**config.mk**
```make
export PLATFORM = sky130hd
export DESIGN_NAME = dds_ctrl
export DESIGN_NICKNAME = d
export VERILOG_FILES = /design/src/rtl/dds_pkg.sv /design/src/rtl/dds_phase_acc.sv /design/src/rtl/dds_ctrl.sv
export SDC_FILE = /design/constraint.sdc
export NUM_CORES = 1
export LEC_CHECK = 0
export BUFFER_PORTS_ARGS = -buffer_cell sky130_fd_sc_hd__buf_4
export CORE_ASPECT_RATIO = 1.5
export CORE_MARGIN = 3
export CORE_UTILIZATION = 40
export DETAILED_ROUTE_END_ITERATION = 12
export GPL_TIMING_DRIVEN = 1
export SLEW_MARGIN = 20
export SYNTH_ARGS = -nofsm -noshare
export SYNTH_HDL_FRONTEND = slang
export SYNTH_HIERARCHICAL = 1
export SYNTH_SLANG_ARGS = --single-unit
```
**constraint.sdc**
```tcl
create_clock -name sclk -period 4.8 [get_ports sclk]
set_input_delay 0.96 -clock sclk [delete_from_list [all_inputs] [get_ports sclk]]
set_output_delay 0.96 -clock sclk [all_outputs]
set_load 0.01 [all_outputs]
```
**src/rtl/dds_pkg.sv**
```systemverilog
`default_nettype none
// ============================================================================
// Module      : dds_pkg
// Description : Shared types for the DDS sequencer: waveform codes and
//               the sequencer state encoding.
// Revision    : 1.0 - initial release
// ============================================================================
package dds_pkg;

  // Waveform codes; these select one of the four waveform ROMs.
  typedef enum logic [1:0] {
    SIN = 2'b00,
    TIR = 2'b01,
    SAW = 2'b10,
    SQU = 2'b11
  } wav_t;

  typedef enum logic [0:0] {
    IDLE = 1'b0,
    RUN  = 1'b1
  } state_t;

endpackage
`default_nettype wire

```
**src/rtl/dds_phase_acc.sv**
```systemverilog
`default_nettype none
// ============================================================================
// Module      : dds_phase_acc
// Description : Phase accumulator with carry (wrap) detection and the
//               phase-offset add that forms the ROM address.
// Revision    : 1.0 - initial release
// Ports       : clk_i, rst_i  - clock, synchronous active-high reset
//               clr_i         - force accumulator to zero at next edge
//               adv_i         - add ftw_i this cycle
//               ftw_i, pow_i  - active tuning word / phase offset
//               addr_o        - top ADDR_BIT accumulator bits + pow_i
//               wrap_o        - carry out of this cycle's add
// ============================================================================
module dds_phase_acc #(
  parameter int ACC_BIT  = 32,
  parameter int ADDR_BIT = 12
) (
  input  logic                clk_i,
  input  logic                rst_i,
  input  logic                clr_i,
  input  logic                adv_i,
  input  logic [ACC_BIT-1:0]  ftw_i,
  input  logic [ADDR_BIT-1:0] pow_i,
  output logic [ADDR_BIT-1:0] addr_o,
  output logic                wrap_o
);

  logic [ACC_BIT-1:0] acc_q;
  logic [ACC_BIT:0]   sum;

  // One extra bit holds the carry; wrap only counts while advancing.
  assign sum    = {1'b0, acc_q} + {1'b0, ftw_i};
  assign wrap_o = adv_i & sum[ACC_BIT];
  assign addr_o = acc_q[ACC_BIT-1 -: ADDR_BIT] + pow_i;

  always_ff @(posedge clk_i) begin
    if (rst_i || clr_i) begin
      acc_q <= '0;
    end else if (adv_i) begin
      acc_q <= sum[ACC_BIT-1:0];
    end
  end

endmodule
`default_nettype wire

```
**src/rtl/dds_ctrl.sv**
```systemverilog
`default_nettype none
// ============================================================================
// Module      : dds_ctrl
// Description : DDS waveform sequencer. Owns the phase accumulator, applies
//               new configuration only at phase wraps, counts burst periods
//               and produces a data_valid strobe aligned to ROM output.
// Revision    : 1.0 - initial release
// Ports       : sclk, rst        - clock, synchronous active-high reset
//               start, stop      - run control
//               cfg_*            - valid/ready configuration port
//               wav_select, addr, en - ROM selector drive
//               data_valid       - ROM data valid this cycle
//               busy, wrap, done - status
// ============================================================================
module dds_ctrl
  import dds_pkg::*;
#(
  parameter int ACC_BIT  = 32,
  parameter int ADDR_BIT = 12,
  parameter int CNT_BIT  = 16,
  parameter int ROM_LAT  = 1
) (
  input  logic                sclk,
  input  logic                rst,
  input  logic                start,
  input  logic                stop,
  input  logic                cfg_valid,
  output logic                cfg_ready,
  input  logic [ACC_BIT-1:0]  cfg_ftw,
  input  logic [ADDR_BIT-1:0] cfg_pow,
  input  logic [1:0]          cfg_wav,
  input  logic [CNT_BIT-1:0]  cfg_ncyc,
  output logic [1:0]          wav_select,
  output logic [ADDR_BIT-1:0] addr,
  output logic                en,
  output logic                data_valid,
  output logic                busy,
  output logic                wrap,
  output logic                done
);

  state_t              state_q, state_d;
  // shadow config
  logic [ACC_BIT-1:0]  ftw_q, ftw_d;
  logic [ADDR_BIT-1:0] pow_q, pow_d;
  wav_t                wav_q, wav_d;
  logic [CNT_BIT-1:0]  ncyc_q, ncyc_d;
  logic                pending_q, pending_d;
  // active config
  logic [ACC_BIT-1:0]  ftw_a_q, ftw_a_d;
  logic [ADDR_BIT-1:0] pow_a_q, pow_a_d;
  wav_t                wav_a_q, wav_a_d;
  logic [CNT_BIT-1:0]  ncyc_a_q, ncyc_a_d;

  logic [CNT_BIT-1:0]  pcnt_q, pcnt_d;
  logic                stop_req_q, stop_req_d;
  logic                done_q, done_d;
  logic [ROM_LAT-1:0]  en_dly_q;
  logic [ROM_LAT-1:0]  blank_q;

  logic                cfg_acc;
  logic [CNT_BIT-1:0]  pcnt_inc;
  logic                run;

  assign run      = (state_q == RUN);
  assign cfg_acc  = cfg_valid & ~pending_q;
  assign pcnt_inc = pcnt_q + CNT_BIT'(1);

  dds_phase_acc #(
    .ACC_BIT  (ACC_BIT),
    .ADDR_BIT (ADDR_BIT)
  ) u_acc (
    .clk_i  (sclk),
    .rst_i  (rst),
    .clr_i  (state_d == IDLE),
    .adv_i  (run),
    .ftw_i  (ftw_a_q),
    .pow_i  (pow_a_q),
    .addr_o (addr),
    .wrap_o (wrap)
  );

  always_comb begin
    state_d    = state_q;
    ftw_d      = ftw_q;
    pow_d      = pow_q;
    wav_d      = wav_q;
    ncyc_d     = ncyc_q;
    pending_d  = pending_q;
    ftw_a_d    = ftw_a_q;
    pow_a_d    = pow_a_q;
    wav_a_d    = wav_a_q;
    ncyc_a_d   = ncyc_a_q;
    pcnt_d     = pcnt_q;
    stop_req_d = stop_req_q;
    done_d     = 1'b0;

    case (state_q)
      IDLE: begin
        pcnt_d     = '0;
        stop_req_d = 1'b0;
        // A config still shadowed when a burst ended is promoted here so
        // the port never stays blocked while idle.
        if (pending_q) begin
          ftw_a_d   = ftw_q;
          pow_a_d   = pow_q;
          wav_a_d   = wav_q;
          ncyc_a_d  = ncyc_q;
          pending_d = 1'b0;
        end else if (cfg_acc) begin
          ftw_a_d  = cfg_ftw;
          pow_a_d  = cfg_pow;
          wav_a_d  = wav_t'(cfg_wav);
          ncyc_a_d = cfg_ncyc;
        end
        if (start && !stop) begin
          state_d = RUN;
        end
      end

      RUN: begin
        if (cfg_acc) begin
          ftw_d     = cfg_ftw;
          pow_d     = cfg_pow;
          wav_d     = wav_t'(cfg_wav);
          ncyc_d    = cfg_ncyc;
          pending_d = 1'b1;
        end
        if (stop) begin
          stop_req_d = 1'b1;
        end

        // A zero tuning word never wraps, so a stop completes immediately.
        if (ftw_a_q == '0 && (stop_req_q || stop)) begin
          state_d    = IDLE;
          done_d     = 1'b1;
          stop_req_d = 1'b0;
          pcnt_d     = '0;
        end else if (wrap) begin
          if (stop_req_q || (ncyc_a_q != '0 && pcnt_inc == ncyc_a_q)) begin
            state_d    = IDLE;
            done_d     = 1'b1;
            stop_req_d = 1'b0;
            pcnt_d     = '0;
          end else if (pending_q) begin
            // pending_q (not pending_d) is tested, so a config accepted in
            // this very cycle waits for the following wrap.
            ftw_a_d   = ftw_q;
            pow_a_d   = pow_q;
            wav_a_d   = wav_q;
            ncyc_a_d  = ncyc_q;
            pending_d = 1'b0;
            pcnt_d    = '0;
          end else begin
            pcnt_d = pcnt_inc;
          end
        end
      end

      default: state_d = IDLE;
    endcase
  end

  always_ff @(posedge sclk) begin
    if (rst) begin
      state_q    <= IDLE;
      ftw_q      <= '0;
      pow_q      <= '0;
      wav_q      <= SIN;
      ncyc_q     <= '0;
      pending_q  <= 1'b0;
      ftw_a_q    <= '0;
      pow_a_q    <= '0;
      wav_a_q    <= SIN;
      ncyc_a_q   <= '0;
      pcnt_q     <= '0;
      stop_req_q <= 1'b0;
      done_q     <= 1'b0;
    end else begin
      state_q    <= state_d;
      ftw_q      <= ftw_d;
      pow_q      <= pow_d;
      wav_q      <= wav_d;
      ncyc_q     <= ncyc_d;
      pending_q  <= pending_d;
      ftw_a_q    <= ftw_a_d;
      pow_a_q    <= pow_a_d;
      wav_a_q    <= wav_a_d;
      ncyc_a_q   <= ncyc_a_d;
      pcnt_q     <= pcnt_d;
      stop_req_q <= stop_req_d;
      done_q     <= done_d;
    end
  end

  // en delayed by the ROM latency; blank_q marks the ROM_LAT cycles after a
  // waveform switch, when the newly selected ROM still shows stale data.
  always_ff @(posedge sclk) begin
    if (rst) begin
      en_dly_q <= '0;
      blank_q  <= '0;
    end else begin
      en_dly_q[0] <= run;
      blank_q[0]  <= (wav_a_d != wav_a_q);
      for (int i = 1; i < ROM_LAT; i++) begin
        en_dly_q[i] <= en_dly_q[i-1];
        blank_q[i]  <= blank_q[i-1];
      end
    end
  end

  assign cfg_ready  = ~pending_q;
  assign wav_select = wav_a_q;
  assign en         = run;
  assign busy       = run;
  assign done       = done_q;
  assign data_valid = en_dly_q[ROM_LAT-1] & ~(|blank_q);

endmodule
`default_nettype wire

```
; Yosys cells after proc, flatten, opt, wreduce, memory -nomap -nowiden
; Cells that the tools add are included.
[word_totals]
elab_cells = 98
register_bits = 178
[classes]
n_reduce_logical = 12
eq_ne = 8
bitwise_logic = 7
mux = 52
add_sub_neg = 3
[ops]
columns = operator, n
row1 = 32-bit two-way mux, 6
row2 = 16-bit two-way mux, 10
row3 = 12-bit two-way mux, 6
row4 = 16-bit case mux with 2 select lines, 2
row5 = 32-bit case mux with 2 select lines, 1
row6 = 32-bit by 32-bit adder with 33-bit output, 1
row7 = 32-bit logical NOT, 1
row8 = 12-bit case mux with 2 select lines, 1
row9 = 16-bit by 1-bit adder with 16-bit output (second input constant), 1
row10 = 16-bit equality test, 1
row11 = 1-bit two-way mux, 16
row12 = 16-bit nonzero test, 1
row13 = 12-bit adder, 1
row14 = 2-bit two-way mux, 6
row15 = 2-bit inequality test (second input constant), 3
row16 = 1-bit case mux with 2 select lines, 3
row17 = 5-bit AND reduction, 1
row18 = 1-bit NOT, 4
row19 = 2-bit case mux with 2 select lines, 1
row20 = 1-bit AND, 3
row21 = 1-bit logical AND, 3
row22 = 1-bit logical OR, 3
row23 = 3-bit by 2-bit inequality test with 1-bit output (second input constant), 1
row24 = 3-bit inequality test (second input constant), 1
row25 = other kinds (5), 5

; Longest topological paths before layout
[logic_depth]
word_depth = 10
ltp_mapped = 17
depth_no_buf = 16

; Hierarchy
; The synthesis kept the hierarchy.
[modules_own_cells]
columns = mod, cells_per_inst, seq_area_each_um2, instances, area_each_um2
row1 = dds_ctrl, 794, 2922.8, 1, 7427.1
row2 = dds_phase_acc, 406, 640.6, 1, 3374.5

; Worst setup path after synthesis
; No wires, ideal clock.
[synth_timing]
path_type = reg-to-reg
start = register ftw_a_q[13]
end = register pcnt_q[5]
path_stages_with_launch = 17
t_arrival_ps = 4233
t_required_ps = 4726
path_slack_ps = 493
synth_period_minus_slack_ps = 4307
cell_sequence = dfxtp_1 > ha_1 > clkbuf_2 > nand4_2 > or3_1 > o211a_1 > o31a_4 > o22ai_4 > o221a_4 > nand4_1 > a21oi_1 > inv_1 > nor3_2 > nor3b_1 > clkbuf_1 > nand3_1 > a31oi_1
[synth_between]
elab_cells_between_ends = 7
classes_between = add/sub (1) / eq/ne (1) / mux (2) / bitwise (1) / reduce/logical (2)
[synth_lines]
columns = element, line_no
row1 = from (decl), dds_ctrl.sv:50  ; logic [ACC_BIT-1:0] ftw_a_q, ftw_a_d;
row2 = from (signal assigned), dds_ctrl.sv:186  ; ftw_a_q <= ftw_a_d;
row3 = 32-bit by 32-bit adder with 33-bit output, dds_phase_acc.sv:32  ; assign sum = {1'b0, acc_q} + {1'b0, ftw_i};
row4 = 1-bit AND, dds_phase_acc.sv:33  ; assign wrap_o = adv_i & sum[ACC_BIT];
row5 = named net wrap, dds_ctrl.sv:38  ; output logic wrap,
row6 = 3-bit by 2-bit inequality test with 1-bit output (no line), n/a
row7 = to (signal assigned), dds_ctrl.sv:190  ; pcnt_q <= pcnt_d;
row8 = to (decl), dds_ctrl.sv:55  ; logic [CNT_BIT-1:0] pcnt_q, pcnt_d;
; The timed path passes the listed nets, and every way through them passes these cells.
; A chain may end at the register's enable or synchronous reset.

; Final worst setup path
[layout_timing]
start = register ftw_a_q[13]
end = output wrap
[layout_between]
elab_chain_len = 2
[layout_rtl]
columns = element, line_no
row1 = 32-bit by 32-bit adder with 33-bit output, dds_phase_acc.sv:32
row2 = 1-bit AND, dds_phase_acc.sv:33
row3 = to (decl), dds_ctrl.sv:38
; Every way passes these cells.

==> flow_summary.yaml <==
finish:
  diodes: 0
  final_area_mm2: 0.0122
  layout.nets: 1342
  syn_to_final_growth_pct: 13.2
  multi_input_area_mm2: 0.00672
  n_fill_cell: 2571
  layout-drive-gt1-share_pct: 21.3
  regArea_mm2: 0.00356
logic_synthesis:
  yosysWarnings: 6
  synth_top_area_share_pct: 33.0
  synthCells: 1200
  ys_async_sr_fraction_pct: 0
  synth_area_leader_cell: "dfxtp_1"
  synth-seq-cells: 178
  synth_area_per_cell_um2: 9.00
  synth.cell_area_mm2: 0.0108
  synth_seq_area_share_pct: 33.0
  yosysUniqueCellTypes: 74
  synth_edf_count: 0
  synth_area_leaders: "dfxtp_1 33%, a211oi_2 12%, mux2i_1 7.9%"
  syn-num-nets: 1313
  ys.flop_type: "dfxtp_1"
cts:
  htree_levels: 4
  clockBufferDepth: 2
  ctsResizeCount: 0
  clk_pin_slew_ps: 60
  clock_latency_ps: 430
  cts_tree: "built"
  cts_setup_buffers: 0
  cts-root-buf: "clkbuf_16"
  cts_hold_buf: 0
  cts_made_buffers: 17
  clkSinkCount: 178
detailed_routing:
  dr.pass1.iters: 6
  wire_per_inst_um: 18.2
  via_per_inst: 5.69
  routed_wl_um: 28700
  ant_nets: 0
  drtIter0Drc: 482
  via_count: 8980
  post-route-drc-count: 0
power_and_ir_drop:
  power_density_mw_per_mm2: 299
  p_total_mw: 3.66
  irDropWorstVdd_uv: 272
  p_leak_nw: 4.86
min_path:
  min_path_cells: 2
  whs_endpoint: "ftw_q[13]"
  min_from: "ftw_q[13]"
  hp-class: "reg2reg"
sta:
  setup_violations: 0
  fmax_ghz: 0.227
  drv_slew: 0
  worst_pin_slew_ps: 859
  fin_crit_sh_pct: 91.9
  fin_worst_skew_ps: 10.7
  finalSetupTns_ps: 0
  relSlewSlack_pct: 42.6
  rsz0062_at_grt: "false"
  finalHoldViolations: 0
  fin_crit_ps: 4410
global_route:
  grt_pass1_vias: 8822
  grt_util_all_layers_pct: 19.5
  grt_max_degree: 94
  grt_pass1_wl_um: 46600
  grt-ovfl-total: 0
  antenna_found_initial: 0
floorplan:
  die-area_mm2: 0.0291
  dieHeight_um: 207
  io_pins: 87
  core_region_area_mm2: 0.0266
  placementRows: 73
  die_w_um: 140
  initial_utilization_pct: 40.6
worst_setup_path:
  r2r_start: "ftw_a_q[13]"
  cp.required_ps: 3840
  ff2ff_path_depth: 14
  reg2reg_slack_ps: 590
  endpoint_kind: "primary output"
  crit_type: "reg2out"
  r2r-end: "wav_select[0]"
  startpoint_type: "flip-flop"
  crit_fanout: 8
  cp.arrival_ps: 3450
outcome:
  outcome: "complete, no violations"
placed_design:
  port_buffers: 86
  placed_area_mm2: 0.0116
  dp.final_hpwl_um: 20500
  place_congestion: 0.862
job:
  drv_cap: 0
==> cells in the mapped netlist (20+ instances only) <==
cell type and instances:
dfxtp_1 178, a21oi_1 98, mux2i_1 85, clkbuf_1 59, inv_1 20, nand2_1 164, a211oi_2 106, a21o_1 24
ha_1 44, nand3_1 21, nor2_1 62, xnor2_1 46, a211oi_1 20, o21ai_0 25
==> critical path, cell delays in order, from the launching register on <==
cell,delay (ps)
dfxtp_1,330
ha_1,440
nand4_2,170
or3_1,390
o211a_1,280
o31a_4,320
o22ai_4,120
o221a_4,220
nand4_1,100
a21oi_1,410
buf_4,230
==> through the flow <==
step                      cells  worst slack, ps  utilization (%)  hold slack (ps)
after floorplan            1200              493                -              436
after global placement     1546              609             43.8              440
after detailed placement   1547              577             43.8              446
after CTS                  1578              348             46.0              455
after global routing       1578              168             46.0              467
final                      1578              390             46.0              453
==> layout by cell type (no fill, tap or decap), drive strengths merged, types with 4 or more instances in the layout <==
cell type | netlist | layout
dfxtp | 178 | 178
nand2 | 164 | 164
a211oi | 126 | 126
buf | 28 | 103
a21oi | 98 | 98
mux2i | 85 | 85
nor2 | 62 | 62
xnor2 | 46 | 46
ha | 44 | 44
o21ai | 27 | 27
a21o | 25 | 25
clkbuf | 64 | 24
inv | 20 | 22
nand3 | 21 | 21
nand4 | 21 | 21
nor4 | 20 | 20
a31oi | 19 | 19
xor2 | 15 | 15
nand3b | 14 | 14
nor3 | 11 | 11
and3 | 11 | 11
nand2b | 8 | 8
nor2b | 8 | 8
o21bai | 8 | 8
o211ai | 6 | 6
or3 | 6 | 6
a311oi | 5 | 5
nor3b | 4 | 4
or2 | 4 | 4
o21a | 4 | 4
a21boi | 4 | 4
o31a | 4 | 4
==> state kept, by name, summed over array words and instances (netlist names), 2 cells and up <==
| signal | cells |
|---|---|
| ftw_a_q | 32 |
| ftw_q | 32 |
| ncyc_a_q | 16 |
| ncyc_q | 16 |
| pcnt_q | 16 |
| pow_a_q | 12 |
| pow_q | 12 |
| u_acc/acc_q | 32 |
| wav_q | 2 |
| wav_select | 2 |
==> cell type report <==
class | count | share of cell area, %
sequential | 178 | 29.2
clock inverter | 7 | 0.798
multi-input combinational | 909 | 55.0
tap | 337 | 3.45
clock buffer | 24 | 3.94
timing repair buffer | 103 | 7.07
inverter | 20 | 0.614
==> report_power, final <==
| group | switching, mW | internal [mW] | total [mW] |
|---|---|---|---|
| Combinational | 0.341 | 0.281 | 0.623 |
| Clock | 0.593 | 0.810 | 1.40 |
| Sequential | 0.0835 | 1.55 | 1.63 |
| Total | 1.02 | 2.64 | 3.66 |
==> kinds of logic after synthesis <==
logic type      synth area share, %
mux                            7.88
compound gates                 26.9
buf+inv                        5.07
fa+ha+maj                      5.47
flops                          33.0
simple gates                   16.6
xor+xnor                       5.15
==> worst max-delay path by stage <==
stage	cells after the start	startpoint	slack [ps]	endpoint
final	10	ftw_a_q[13]	390	wrap
after global routing	10	ftw_a_q[13]	170	wrap
after CTS	10	ftw_a_q[11]	350	wrap
after detailed placement	14	ftw_a_q[11]	580	wav_select[1]
after global placement	14	ftw_a_q[13]	610	wav_select[1]
after floorplan	16	ftw_a_q[13]	490	pcnt_q[5]
==> routing by layer <==
layer	wire length [µm]	track usage, %	share of wire (%)	vias up
li1	-	-	-	4457
met1	11400	22.2	40	4324
met2	15400	35.7	54	153
met3	744	2.97	2.6	46
met4	1120	8.43	3.9	0
met5	0	0	0	-
(Power assumes the default switching activity.)
